===== src/rtl/priority_encoder_pkg.sv =====
// Shared definitions for the priority encoder: default width, index-width
// helper and the packed result record carried through the output register.
package priority_encoder_pkg;

  localparam int PRIO_N_DEFAULT = 16;
  localparam int PRIO_N_MAX     = 256;
  localparam int PRIO_W_MAX     = 8;

  function automatic int prio_idx_w(input int n);
    return (n < 2) ? 1 : $clog2(n);
  endfunction

  // Sized for the largest legal N; instances use the low N / W bits only.
  typedef struct packed {
    logic [PRIO_W_MAX-1:0] idx;
    logic [PRIO_N_MAX-1:0] onehot;
    logic                  none;
  } prio_result_t;

endpackage


===== src/rtl/prio_find_first.sv =====
// Combinational circular first-set search: scans upward from start_i,
// wrapping N-1 -> 0, and reports the first set bit of vec_i.
module prio_find_first
  import priority_encoder_pkg::*;
#(
  parameter int  N = PRIO_N_DEFAULT,
  localparam int W = prio_idx_w(N)
) (
  input  logic [N-1:0] vec_i,
  input  logic [W-1:0] start_i,
  output logic [W-1:0] idx_o,
  output logic [N-1:0] onehot_o,
  output logic         none_o
);

  int pos;

  always_comb begin
    idx_o    = '0;
    onehot_o = '0;
    none_o   = 1'b1;
    pos      = 0;
    for (int k = 0; k < N; k++) begin
      pos = int'(start_i) + k;
      if (pos >= N) pos = pos - N;
      if (none_o && vec_i[pos]) begin
        none_o        = 1'b0;
        idx_o         = pos[W-1:0];
        onehot_o[pos] = 1'b1;
      end
    end
  end

endmodule


===== src/rtl/priority_encoder_rr.sv =====
// Registered priority encoder with a single-entry valid/ready output stage.
// Define PRIORITY_ENCODER_RR_EN for round-robin priority; otherwise the
// lowest set index wins.
module priority_encoder_rr
  import priority_encoder_pkg::*;
#(
  parameter int  N = PRIO_N_DEFAULT,
  localparam int W = prio_idx_w(N)
) (
  input  logic         clk,
  input  logic         rst_n,
  input  logic [N-1:0] req,
  input  logic         req_valid,
  output logic         req_ready,
  output logic [W-1:0] grant_idx,
  output logic [N-1:0] grant_onehot,
  output logic         grant_none,
  output logic         grant_valid,
  input  logic         grant_ready
);

  logic         valid_q, valid_d;
  prio_result_t res_q, res_d;
  logic         accept;
  logic [W-1:0] start;
  logic [W-1:0] f_idx;
  logic [N-1:0] f_onehot;
  logic         f_none;

  assign req_ready = !valid_q || grant_ready;
  assign accept    = req_valid && req_ready;

  prio_find_first #(.N(N)) u_find (
    .vec_i    (req),
    .start_i  (start),
    .idx_o    (f_idx),
    .onehot_o (f_onehot),
    .none_o   (f_none)
  );

`ifdef PRIORITY_ENCODER_RR_EN
  logic [W-1:0] ptr_q, ptr_d;

  // Pointer moves past the winner only on accepted non-empty vectors.
  always_comb begin
    ptr_d = ptr_q;
    if (accept && !f_none) begin
      ptr_d = (f_idx == W'(N - 1)) ? '0 : f_idx + 1'b1;
    end
  end

  always_ff @(posedge clk or negedge rst_n) begin
    if (!rst_n) ptr_q <= '0;
    else        ptr_q <= ptr_d;
  end

  assign start = ptr_q;
`else
  assign start = '0;
`endif

  always_comb begin
    valid_d = valid_q;
    res_d   = res_q;
    if (accept) begin
      valid_d              = 1'b1;
      res_d                = '0;
      res_d.idx[W-1:0]     = f_idx;
      res_d.onehot[N-1:0]  = f_onehot;
      res_d.none           = f_none;
    end else if (grant_ready) begin
      valid_d = 1'b0;
    end
  end

  // Output register stage: accepted vector appears here one cycle later.
  always_ff @(posedge clk or negedge rst_n) begin
    if (!rst_n) begin
      valid_q <= 1'b0;
      res_q   <= '0;
    end else begin
      valid_q <= valid_d;
      res_q   <= res_d;
    end
  end

  assign grant_valid  = valid_q;
  assign grant_idx    = res_q.idx[W-1:0];
  assign grant_onehot = res_q.onehot[N-1:0];
  assign grant_none   = res_q.none;

  // Bits above N / W must stay clear, and the one-hot must match the index.
  always_ff @(posedge clk) begin
    if (rst_n && valid_q) begin
      assert (int'(res_q.idx) < N);
      assert ((res_q.onehot >> N) == '0);
      assert (res_q.none || (res_q.onehot[N-1:0] == (N'(1) << res_q.idx[W-1:0])));
    end
  end

endmodule

===== config.mk =====
export PLATFORM = sky130hd
export DESIGN_NAME = priority_encoder_rr
export DESIGN_NICKNAME = d
export VERILOG_FILES = /design/src/rtl/priority_encoder_pkg.sv /design/src/rtl/prio_find_first.sv /design/src/rtl/priority_encoder_rr.sv
export SDC_FILE = /design/constraint.sdc
export NUM_CORES = 1
export LEC_CHECK = 0
export ABC_AREA = 1
export CAP_MARGIN = 10
export CORE_UTILIZATION = 35
export DETAILED_ROUTE_END_ITERATION = 8
export GPL_ROUTABILITY_DRIVEN = 1
export PLACE_DENSITY = 0.67
export SLEW_MARGIN = 20
export SYNTH_ARGS = -nofsm -noshare
export SYNTH_HDL_FRONTEND = slang
export SYNTH_SLANG_ARGS = --single-unit
export TNS_END_PERCENT = 100

===== constraint.sdc =====
create_clock -name clk -period 1.6 [get_ports clk]
set_input_delay 0.32 -clock clk [delete_from_list [all_inputs] [get_ports clk]]
set_output_delay 0.32 -clock clk [all_outputs]
set_load 0.01 [all_outputs]

==> flow_metrics.tcl <==
set metrics [dict create \
    drcViolationCount 2 \
    cp.arrival_ns 1.24 \
    fillers 240 \
    p_seq_share_pct 45.7 \
    cp_slowest_cell "clkdlybuf4s50_1" \
    fin_skew_ns 0.00135 \
    ys_types 19 \
    tns_ns 0 \
    initial_utilization_pct 38.5 \
    hold_viol 0 \
    syn-cell-area_sq_um 1100 \
    synthesis.nets 153 \
    drt_pass1_iterations 6 \
    ir_worst_vdd_v 0.000482 \
    use_met1_pct 22.8 \
    hpwl_um 2160 \
    clock_sinks 22 \
    criticalPathCategory "reg -> out" \
    min_path_type "in -> async" \
    wl_per_cell_um 12.5 \
    port_buffers 42 \
    die-area_sq_um 3360 \
    p_switching_mw 0.335 \
    synth_top_area_share_pct 50.2 \
    yosys.area.top_type "dfrtp_1" \
    finalSetupViolCount 0 \
    grt_util_met2_pct 32.8 \
    synth.area.top_cells "dfrtp_1 (50%), nand2_1 (14%), inv_1 (5.1%), o21ai_0 (5.0%), nor2_1 (4.4%)" \
    gp_congestion 0.805 \
    setup.worst_path.start_class "register" \
    synthCells 133 \
    tritoncts "done" \
    dp_slack_ns -0.510 \
    ys_seq_area_share_pct 50.2 \
    slowest_delay_ns 0.54 \
    stdcell_area_sq_um 1860 \
    vias_per_cell 4.78 \
    io_pins 43 \
    required_ns 1.28 \
    synthToLayoutAreaGrowth_pct 69.6 \
    syn_avg_cell_area_sq_um 8.25 \
    drtAntennaViolNets 0 \
    power.share.combinational_pct 21.2 \
    vias 1118 \
    postCtsHoldBufs 0 \
    cp-end-kind "output port" \
    outcome "complete, but fails checks" \
    chipWidth_um 58.0 \
    core-area_sq_um 2850 \
    cts_buffer_depth 2 \
    violations "DRC" \
    busiest_layer "met2" \
    period_minus_slack_ns 1.56 \
    yosysWarnings 0 \
    cp_num_buf_inv 1 \
    antenna_found_initial 0 \
    insertion_delay_ns 0.32 \
    grt_use_total_pct 18.8 \
    rows 19 \
    htree_num_levels 1 \
    p_int_mw 0.987 \
    grt_max_degree 26 \
    placed_area_sq_um 1720 \
    critical-path-top-delay-family "buffers and inverters" \
    p_leak_nw 1.04 \
    drt_iter0_drc 25 \
    grt_pass1_wl_um 4900 \
    cts-root-buf "clkbuf_4" \
    wl_um 2930 \
    nets 224 \
    timing.fmax_ghz 0.641 \
    cap_violations 0 \
    n_antenna_cell 0 \
    crit_chain "clkdlybuf4s50_1" \
    grt_pass1_vias 1146 \
    die_h_um 58.0 \
    worstMarginPinSlew_ns 0.344 \
    power_density_nw_per_um2 710 \
    whs_ns 0.329 \
    final_layout_size_suffix_gt1_share_pct 23.6 \
    synth-seq-cells 22 \
    final_common_cell "nand2_1" \
    switching_share_pct 25.3 \
    cts_buffers 3 \
    clkTransAtPathRegs_ns 0.13 \
    most-common-layout-cells "nand2_1 (40), clkdlybuf4s50_1 (28), buf_4 (27), dfrtp_1 (22), inv_1 (13)" \
    met3_usage_pct 2.46 \
    slew_violations 0 \
    cp_max_fo 2 \
    pwr-share-clk_pct 33.1 \
    fin_crit_sh_pct 97.6 \
    gr-total-overflow 0 \
    relSlewSlack_pct 76.9 \
    fin_ws_ns 0.0391 \
]
## synth_stat cells, drive strengths merged
master and instances:
dfrtp 22, inv 15, nand2 42, o41ai 1, nor2 17, nand3b 2, and3 1, o21a 1
clkbuf 4, nand3 8, nor3 3, o21ai 11, nand4 4, o31ai 2
## power groups by stage
stage          clock network, mW  registers, mW  logic (mW)
2_1_floorplan                  0          0.629      0.0762
3_3_place_gp                   0          0.613       0.275
3_5_place_dp                   0          0.615       0.280
4_1_cts                    0.444          0.605       0.282
5_1_grt                    0.471          0.607       0.303
6_report                   0.438          0.604       0.280
## final timing paths
| check | from | endpoint | slack [ns] | depth (start not counted) |
|---|---|---|---|---|
| worst min-delay path | rst_n | grant_onehot[6] | 0.33 | 2 |
| max in group asynchronous | rst_n | grant_onehot[10] | 1.06 | 2 |
| worst min register to register | grant_onehot[13] | grant_onehot[13] | 0.50 | 2 |
| worst max-delay path | grant_onehot[3] | grant_onehot[3] | 0.04 | 1 |
| worst max register to register | grant_valid | grant_idx[1] | 0.26 | 7 |
| min in group clk | req[3] | grant_onehot[4] | 0.35 | 4 |
## timing repair
action,4_1_cts,5_1_grt
setup endpoints to repair,10,15
pin swaps,5,8
setup buffers,3,3
gates resized for setup,9,19
## kinds of logic after synthesis
family | share of synthesized area (%)
buffers and inverters | 6.50
flip-flops | 50.2
AND/OR/NAND/NOR | 35.5
AO/OA/AOI/OAI | 7.87
## routing by layer
| metal | wire (um) | up-vias |
|---|---|---|
| li1 | - | 566 |
| met1 | 1280 | 518 |
| met2 | 1490 | 29 |
| met3 | 121 | 5 |
| met4 | 35 | 0 |
| met5 | 0 | - |
## layout make-up
cell class | count | area (sq um) | area share, %
Sequential cell | 22 | 551 | 29.6
Tap cell | 31 | 38.8 | 2.08
Clock buffer | 3 | 22.5 | 1.21
Inverter | 15 | 56.3 | 3.03
Timing Repair Buffer | 70 | 654 | 35.2
Multi-Input combinational cell | 92 | 508 | 27.3
Clock inverter | 1 | 30.0 | 1.61
## state kept, by name (all words and copies together), names as in the netlist
register	cells
grant_idx	4
grant_valid	1
grant_none	1
grant_onehot	16
## per-stage QoR
stage | instances | utilization [%] | total power [mW]
2_1_floorplan | 133 | - | 0.705
3_3_place_gp | 224 | 60.3 | 0.888
3_5_place_dp | 224 | 60.3 | 0.895
4_1_cts | 231 | 63.3 | 1.33
5_1_grt | 234 | 65.2 | 1.38
6_report | 234 | 65.2 | 1.32
No activity file was read; power rests on OpenSTA's default activity.
